## config.mk

```make
export PLATFORM = sky130hd
export DESIGN_NAME = npu_fifo_reader_flat
export DESIGN_NICKNAME = d
export VERILOG_FILES = /design/src/rtl/npu_fifo_reader_pkg.sv /design/src/rtl/npu_fifo_reader_if.sv /design/src/rtl/npu_fifo_reader.sv /design/src/flat_wrapper.sv
export SDC_FILE = /design/constraint.sdc
export NUM_CORES = 1
export LEC_CHECK = 0
export BUFFER_PORTS_ARGS = -buffer_cell sky130_fd_sc_hd__buf_2
export CELL_PAD_IN_SITES_DETAIL_PLACEMENT = 0
export CELL_PAD_IN_SITES_GLOBAL_PLACEMENT = 1
export CORE_UTILIZATION = 35
export CTS_BUF_LIST = sky130_fd_sc_hd__clkbuf_2
export CTS_CLUSTER_DIAMETER = 80
export CTS_CLUSTER_SIZE = 16
export DETAILED_ROUTE_END_ITERATION = 10
export PLACE_DENSITY_LB_ADDON = 0.1
export REMOVE_ABC_BUFFERS = 1
export SETUP_SLACK_MARGIN = 0.02
export SYNTH_ARGS = -nofsm -noshare
export SYNTH_HDL_FRONTEND = slang
export SYNTH_SLANG_ARGS = --single-unit
```

## constraint.sdc

```tcl
create_clock -name CLKEXT -period 4.93 [get_ports CLKEXT]
set_clock_uncertainty 0.05 [all_clocks]
set_input_delay 0 -clock CLKEXT [delete_from_list [all_inputs] [get_ports CLKEXT]]
set_output_delay 0 -clock CLKEXT [all_outputs]
set_load 0.05 [all_outputs]
```

## src/rtl/npu_fifo_reader_pkg.sv

```systemverilog
// ---------------------------------------------------------------------------
// npu_fifo_reader_pkg
//
// Purpose:
//   Shared constants and types for the NPU output-FIFO reader. Holds the
//   reader state encoding, the byte/result widths and the FIFO read latency.
//
// Contents:
//   RD_LAT      - cycles from a FIFO pop (rd_en=1) to valid data_out
//   NPU_BYTE_W  - width of one FIFO entry
//   RES_W       - width of an assembled result (two bytes, high first)
//   rdState_t   - 3-bit reader FSM state encoding
//   holdsHiByte - true in states where a high byte has been popped but the
//                 matching low byte has not yet been folded into a result
// ---------------------------------------------------------------------------
package npu_fifo_reader_pkg;

  localparam int RD_LAT     = 1;
  localparam int NPU_BYTE_W = 8;
  localparam int RES_W      = 2 * NPU_BYTE_W;

  // Each pop state (RD_*) is followed by exactly one capture state (CAP_*),
  // which is where the registered FIFO output becomes valid (RD_LAT = 1).
  typedef enum logic [2:0] {
    ST_IDLE    = 3'd0,
    ST_RD_HI   = 3'd1,
    ST_CAP_HI  = 3'd2,
    ST_RD_LO   = 3'd3,
    ST_CAP_LO  = 3'd4,
    ST_PRESENT = 3'd5
  } rdState_t;

  // A high byte is "in flight" from the moment it is captured until the low
  // byte has been captured; aborting in this window loses half a word.
  function automatic logic holdsHiByte(input rdState_t s);
    return (s == ST_CAP_HI) || (s == ST_RD_LO) || (s == ST_CAP_LO);
  endfunction

endpackage

```

## src/rtl/npu_fifo_reader_if.sv

```systemverilog
// ---------------------------------------------------------------------------
// npu_fifo_reader_if
//
// Purpose:
//   Bundles the two buses of the FIFO reader: the read port of the NPU
//   output FIFO and the valid/ready result stream toward the host.
//
// Signals:
//   FIFO_EMPTY  FIFO empty flag                      (FIFO -> reader)
//   FIFO_DATA   FIFO registered data_out, 8 bits     (FIFO -> reader)
//   FIFO_RD_EN  FIFO pop strobe                      (reader -> FIFO)
//   RES_DATA    assembled 16-bit result {hi, lo}     (reader -> consumer)
//   RES_VALID   result available                     (reader -> consumer)
//   RES_LAST    final result of a frame              (reader -> consumer)
//   RES_READY   consumer accepts the result          (consumer -> reader)
//
// Modports:
//   master - the reader itself
//   slave  - the FIFO/consumer side (testbench or surrounding system)
// ---------------------------------------------------------------------------
interface npu_fifo_reader_if;
  import npu_fifo_reader_pkg::*;

  logic                  FIFO_EMPTY;
  logic [NPU_BYTE_W-1:0] FIFO_DATA;
  logic                  FIFO_RD_EN;
  logic [RES_W-1:0]      RES_DATA;
  logic                  RES_VALID;
  logic                  RES_LAST;
  logic                  RES_READY;

  modport master (
    input  FIFO_EMPTY,
    input  FIFO_DATA,
    input  RES_READY,
    output FIFO_RD_EN,
    output RES_DATA,
    output RES_VALID,
    output RES_LAST
  );

  modport slave (
    output FIFO_EMPTY,
    output FIFO_DATA,
    output RES_READY,
    input  FIFO_RD_EN,
    input  RES_DATA,
    input  RES_VALID,
    input  RES_LAST
  );

endinterface

```

## src/rtl/npu_fifo_reader.sv

```systemverilog
// ---------------------------------------------------------------------------
// npu_fifo_reader
//
// Purpose:
//   Host-side drain of the NPU output FIFO. Pops bytes through the FIFO read
//   port, pairs them high byte first into 16-bit results and presents each
//   result on a valid/ready stream, tagging the last result of every frame
//   of WORDS_PER_FRAME results. Counts completed frames and flags a flush
//   that threw away a half-assembled word.
//
// Parameters:
//   WORDS_PER_FRAME  results per frame (1..256)
//   FRAME_CNT_W      width of the completed-frame counter
//
// Ports:
//   CLKEXT     in   clock, rising edge
//   RST_GLO    in   asynchronous active-high reset
//   EN_RD      in   level enable; while low no new word is started
//   FLUSH      in   synchronous abort to IDLE, beats everything but reset
//   rdBus      if   FIFO read port + result stream (master modport)
//   FRAME_CNT  out  completed frames, wraps to 0
//   BUSY       out  FSM not in IDLE
//   ERR_ODD    out  sticky: a flush discarded a captured high byte
// ---------------------------------------------------------------------------
module npu_fifo_reader
  import npu_fifo_reader_pkg::*;
#(
  parameter int WORDS_PER_FRAME = 4,
  parameter int FRAME_CNT_W     = 8
) (
  input  logic                   CLKEXT,
  input  logic                   RST_GLO,
  input  logic                   EN_RD,
  input  logic                   FLUSH,
  npu_fifo_reader_if.master      rdBus,
  output logic [FRAME_CNT_W-1:0] FRAME_CNT,
  output logic                   BUSY,
  output logic                   ERR_ODD
);

  // Word counter only has to reach WORDS_PER_FRAME-1; keep it at least 1 bit.
  localparam int WCNT_W = (WORDS_PER_FRAME > 1) ? $clog2(WORDS_PER_FRAME) : 1;
  localparam logic [WCNT_W-1:0] LAST_IDX = WCNT_W'(WORDS_PER_FRAME - 1);

  rdState_t               r_state;
  rdState_t               w_nextState;
  logic                   w_pop;
  logic                   w_handshake;
  logic [WCNT_W-1:0]      r_wordCnt;
  logic [NPU_BYTE_W-1:0]  r_hi;
  logic [RES_W-1:0]       r_resData;
  logic                   r_resValid;
  logic                   r_resLast;
  logic [FRAME_CNT_W-1:0] r_frameCnt;
  logic                   r_errOdd;

  // A result only leaves when the consumer takes it; valid is only ever
  // raised in PRESENT, so this cannot fire in any other state.
  assign w_handshake = r_resValid & rdBus.RES_READY;

  // Next-state and pop decode. A pop is only requested in the two read
  // states and only when the FIFO has data, so an empty FIFO simply stalls
  // the FSM in place. FLUSH overrides everything and suppresses the pop so
  // no byte is pulled out of the FIFO on the abort cycle itself.
  always_comb begin
    w_nextState = r_state;
    w_pop       = 1'b0;
    if (FLUSH) begin
      w_nextState = ST_IDLE;
    end else begin
      case (r_state)
        ST_IDLE: begin
          if (EN_RD) w_nextState = ST_RD_HI;
        end
        ST_RD_HI: begin
          w_pop = ~rdBus.FIFO_EMPTY;
          if (w_pop) w_nextState = ST_CAP_HI;
        end
        ST_CAP_HI: begin
          w_nextState = ST_RD_LO;
        end
        ST_RD_LO: begin
          // A started word always completes, so EN_RD is not looked at here.
          w_pop = ~rdBus.FIFO_EMPTY;
          if (w_pop) w_nextState = ST_CAP_LO;
        end
        ST_CAP_LO: begin
          w_nextState = ST_PRESENT;
        end
        ST_PRESENT: begin
          if (w_handshake) w_nextState = EN_RD ? ST_RD_HI : ST_IDLE;
        end
        default: begin
          w_nextState = ST_IDLE;
        end
      endcase
    end
  end

  // State register. Reset lands in IDLE, which never pops, so the first
  // cycle after reset release cannot touch the FIFO.
  always_ff @(posedge CLKEXT or posedge RST_GLO) begin
    if (RST_GLO) begin
      r_state <= ST_IDLE;
    end else begin
      r_state <= w_nextState;
    end
  end

  // Datapath: byte capture, result register, word/frame counters and the
  // sticky odd-byte error. The capture states sit one cycle after the pop
  // because the FIFO output is registered. On FLUSH the pending result and
  // the word position are dropped, but the frame count is left alone; if
  // the flush also coincides with a handshake, the flush clearing wins.
  always_ff @(posedge CLKEXT or posedge RST_GLO) begin
    if (RST_GLO) begin
      r_hi       <= '0;
      r_resData  <= '0;
      r_resValid <= 1'b0;
      r_resLast  <= 1'b0;
      r_wordCnt  <= '0;
      r_frameCnt <= '0;
      r_errOdd   <= 1'b0;
    end else if (FLUSH) begin
      r_resValid <= 1'b0;
      r_resLast  <= 1'b0;
      r_wordCnt  <= '0;
      if (holdsHiByte(r_state)) r_errOdd <= 1'b1;
    end else begin
      if (r_state == ST_CAP_HI) begin
        r_hi <= rdBus.FIFO_DATA;
      end
      if (r_state == ST_CAP_LO) begin
        r_resData  <= {r_hi, rdBus.FIFO_DATA};
        r_resValid <= 1'b1;
        r_resLast  <= (r_wordCnt == LAST_IDX);
      end
      if (w_handshake) begin
        r_resValid <= 1'b0;
        r_resLast  <= 1'b0;
        if (r_resLast) begin
          r_wordCnt  <= '0;
          r_frameCnt <= r_frameCnt + 1'b1;
        end else begin
          r_wordCnt  <= r_wordCnt + 1'b1;
        end
      end
    end
  end

  // Output mapping. The pop strobe stays combinational so the FIFO sees it
  // in the same cycle the FSM decides to read.
  assign rdBus.FIFO_RD_EN = w_pop;
  assign rdBus.RES_DATA   = r_resData;
  assign rdBus.RES_VALID  = r_resValid;
  assign rdBus.RES_LAST   = r_resLast;
  assign FRAME_CNT        = r_frameCnt;
  assign BUSY             = (r_state != ST_IDLE);
  assign ERR_ODD          = r_errOdd;

endmodule

```

## src/flat_wrapper.sv

```systemverilog
// flat-port wrapper written by rule: the top's interface ports become plain ports
module npu_fifo_reader_flat import npu_fifo_reader_pkg::*;
#(
  parameter int WORDS_PER_FRAME = 4,
  parameter int FRAME_CNT_W     = 8
)
  (CLKEXT, RST_GLO, EN_RD, FLUSH, FRAME_CNT, BUSY, ERR_ODD, rdBus_FIFO_EMPTY, rdBus_FIFO_DATA, rdBus_RES_READY, rdBus_FIFO_RD_EN, rdBus_RES_DATA, rdBus_RES_VALID, rdBus_RES_LAST);
  npu_fifo_reader_if rdBus_i ();
  input  logic CLKEXT;
  input  logic RST_GLO;
  input  logic EN_RD;
  input  logic FLUSH;
  output logic [FRAME_CNT_W-1:0] FRAME_CNT;
  output logic BUSY;
  output logic ERR_ODD;
  input wire logic [$bits(rdBus_i.FIFO_EMPTY)-1:0] rdBus_FIFO_EMPTY;
  input wire logic [$bits(rdBus_i.FIFO_DATA)-1:0] rdBus_FIFO_DATA;
  input wire logic [$bits(rdBus_i.RES_READY)-1:0] rdBus_RES_READY;
  output wire logic [$bits(rdBus_i.FIFO_RD_EN)-1:0] rdBus_FIFO_RD_EN;
  output wire logic [$bits(rdBus_i.RES_DATA)-1:0] rdBus_RES_DATA;
  output wire logic [$bits(rdBus_i.RES_VALID)-1:0] rdBus_RES_VALID;
  output wire logic [$bits(rdBus_i.RES_LAST)-1:0] rdBus_RES_LAST;
  assign rdBus_i.FIFO_EMPTY = rdBus_FIFO_EMPTY;
  assign rdBus_i.FIFO_DATA = rdBus_FIFO_DATA;
  assign rdBus_i.RES_READY = rdBus_RES_READY;
  assign rdBus_FIFO_RD_EN = rdBus_i.FIFO_RD_EN;
  assign rdBus_RES_DATA = rdBus_i.RES_DATA;
  assign rdBus_RES_VALID = rdBus_i.RES_VALID;
  assign rdBus_RES_LAST = rdBus_i.RES_LAST;
  npu_fifo_reader #(.WORDS_PER_FRAME(WORDS_PER_FRAME), .FRAME_CNT_W(FRAME_CNT_W)) u_core (.CLKEXT(CLKEXT), .RST_GLO(RST_GLO), .EN_RD(EN_RD), .FLUSH(FLUSH), .rdBus(rdBus_i), .FRAME_CNT(FRAME_CNT), .BUSY(BUSY), .ERR_ODD(ERR_ODD));
endmodule
```

==> flow_summary.json <==
{
  "status": "finished, final reports clean",
  "crit_chain": "or3b_4 > nor2_8 > mux2_2",
  "leakagePower_nw": 1.13,
  "cp-start-kind": "register",
  "synth.distinct_cells": 31,
  "drt_wl_total_um": 3300,
  "clk_latency_ns": 0.37,
  "synthArstFlopShare": 1.00,
  "finalCriticalPeriod_ns": 1.83,
  "yosys-top-cells-area": "dfrtp_1, mux2_2, mux2_4",
  "sw_frac_of_total": 0.326,
  "setup-violations-final": 0,
  "syn_to_final_growth_pct": 27.4,
  "p_comb_frac": 0.278,
  "syn_inst": 124,
  "core_area_um2": 4790,
  "setup_tns_ns": 0,
  "antenna_found_initial": 0,
  "period_share": 0.372,
  "grt_max_degree": 41,
  "die_x_um": 72.8,
  "fmax_ghz": 0.545,
  "hold_class": "in2async",
  "cpPeakStageDelay_ns": 0.53,
  "routedWlPerCell_um": 13.2,
  "grtUsageTotal": 0.142,
  "row_count": 25,
  "hold-worst-slack_ns": 0.193,
  "pwr-share-clk": 0.258,
  "ys_ff_latch": 40,
  "crit_fanout": 16,
  "fin_util": 0.467,
  "end_kind": "register",
  "yosysTopAreaCellShare": 0.570,
  "cts_tree": "done",
  "cts_sinks": 40,
  "hold_viol_final": 0,
  "worstPathArrival_ns": 2.07,
  "synth_warnings": 0,
  "ioPinCount": 43,
  "drt-initial-drc-count": 66,
  "fin_ws_ns": 3.10,
  "start_util": 0.367,
  "p_int_w": 0.000620,
  "cts.clk_slew.worst_paths_ns": 0.21,
  "fin_cells": 251,
  "drtPass1Iterations": 4,
  "postCtsSetupRepairBufs": 0,
  "final_antenna_net_count": 0,
  "path_class": "reg2reg",
  "cpLargestDelayFamily": "simple AND/OR/NAND/NOR gates",
  "tightestPinTransition_ns": 0.721,
  "drc": 0,
  "synthTopCellsByCount": "dfrtp_1, mux2_2, mux2_4",
  "avgSynthCellArea_um2": 14.2,
  "final_nets": 200,
  "grt_overflow": 0,
  "grt_pass1_wl_um": 5630,
  "cts_buffer_depth": 2,
  "hpwlAfterDp_um": 2320,
  "peakVddDrop_mv": 0.154,
  "n_antenna_cell": 0,
  "ys_seq_area_frac": 0.570,
  "synth_edf_count": 0,
  "cap_violations": 0,
  "vias": 1159,
  "rsz0062_at_grt": "no",
  "p_switching_w": 0.000300,
  "cts_root_buffer": "clkbuf_2",
  "place_congestion": 0.696,
  "via_per_inst": 4.62,
  "power.density_nw_per_um2": 411,
  "synth_top_flop_cell": "dfrtp_1",
  "place_inst": 231,
  "htree_levels": 2,
  "worst_path_max_delay_cell": "dfrtp_1",
  "port_buffers": 42,
  "grt_pass1_vias": 1159,
  "drv_slew": 0,
  "numCtsBuffers": 5,
  "drive_gt1_frac": 0.424,
  "relSlewSlack": 0.517,
  "power_frac_seq": 0.464,
  "die_area_um2": 5310,
  "die_y_um": 72.8,
  "yosysTopAreaCell": "dfrtp_1",
  "yosysMostFrequentCell": "dfrtp_1",
  "cp.required_ns": 5.17,
  "worst-path-buf-inv": 0,
  "synth_area_um2": 1760,
  "pre_cts_ws_ns": 3.11
}
-- timing repair --
item | 4_1_cts | 5_1_grt
gates resized for setup | 0 | 0
hold endpoints to repair | 64 | 0
hold buffers | 13 | 0
-- layout make-up --
cell class | count | area, µm²
Fill cell | 465 | 2550
Tap cell | 67 | 83.8
Clock inverter | 2 | 60.1
Timing Repair Buffer | 56 | 348
Multi-Input combinational cell | 78 | 708
Clock buffer | 5 | 25.0
Inverter | 3 | 11.3
Sequential cell | 40 | 1000
-- worst reg2reg max path, cell delays in order, from the launching register on --
cell and delay (ns):
dfrtp_1 0.53, or3b_4 0.48, nor2_8 0.31, mux2_2 0.38
-- routing by layer --
| metal | vias to the layer above | share of wire | wire (µm) | global-route usage |
|---|---|---|---|---|
| li1 | 556 | - | - | - |
| met1 | 562 | 0.46 | 1520 | 0.186 |
| met2 | 34 | 0.46 | 1530 | 0.214 |
| met3 | 7 | 0.052 | 171 | 0.0456 |
| met4 | 0 | 0.021 | 70 | 0.0654 |
| met5 | - | 0 | 0 | 0 |
-- per-stage QoR --
stage / power (W) / cell area (µm²)
detailed placement: 0.000686 / 2020
floorplan: 0.000620 / 1720
global route: 0.000964 / 2240
global placement: 0.000675 / 2020
CTS: 0.000936 / 2240
finish: 0.000920 / 2240
-- worst paths after layout --
check	from	to	slack [ns]	cells past startpoint
setup / recovery	u_core.r_state[2]	u_core.rdBus.RES_DATA[12]	3.10	3
hold / removal	RST_GLO	u_core.rdBus.RES_DATA[13]	0.19	4
max in group asynchronous	RST_GLO	u_core.FRAME_CNT[0]	4.26	4
hold reg to reg	u_core.ERR_ODD	u_core.ERR_ODD	0.43	1
setup reg to reg	u_core.r_state[2]	u_core.rdBus.RES_DATA[12]	3.10	3
min in group CLKEXT	rdBus_FIFO_DATA[1]	u_core.rdBus.RES_DATA[1]	0.33	3
-- flip-flops by register name (all words and copies together) (netlist names) --
register,count
u_core.FRAME_CNT,8
u_core.rdBus.RES_LAST,1
u_core.r_wordCnt,2
u_core.r_hi,8
u_core.rdBus.RES_VALID,1
u_core.r_state,3
u_core.ERR_ODD,1
u_core.rdBus.RES_DATA,16
-- layout by cell type, fill, tap and decap left out, drive strengths merged, types with 2 or more instances in the layout --
cell,count
dlygate4sd3,13
mux2,25
bufinv,2
buf,43
nand3,2
mux2i,2
or3,2
inv,3
a211oi,2
dfrtp,40
xor2,2
or2b,2
nor3b,2
ha,2
a21oi,2
nor2,4
clkbuf,5
nor3,4
nand2,8
nand4,3
nand4b,2
xnor2,6
-- power by group through the flow --
stage,Clock [W],Sequential (W),Combinational (W)
finish,0.000237,0.000427,0.000256
global route,0.000258,0.000436,0.000270
CTS,0.000249,0.000428,0.000260
detailed placement,0,0.000434,0.000252
global placement,0,0.000429,0.000246
floorplan,0,0.000532,0.0000883
-- kinds of logic (layout without fill, tap and decap cells) --
| group | after synthesis | in the layout | share of synthesized area |
|---|---|---|---|
| flip-flops | 40 | 40 | 0.570 |
| AND/OR/NAND/NOR | 36 | 36 | 0.137 |
| multiplexers | 27 | 27 | 0.193 |
| XOR/XNOR | 8 | 8 | 0.0399 |
| buffers and inverters | 6 | 66 | 0.0271 |
| AO/OA/AOI/OAI | 5 | 5 | 0.0185 |
| adder cells (fa/ha/maj) | 2 | 2 | 0.0142 |
Power figures use the tool's default switching activity.
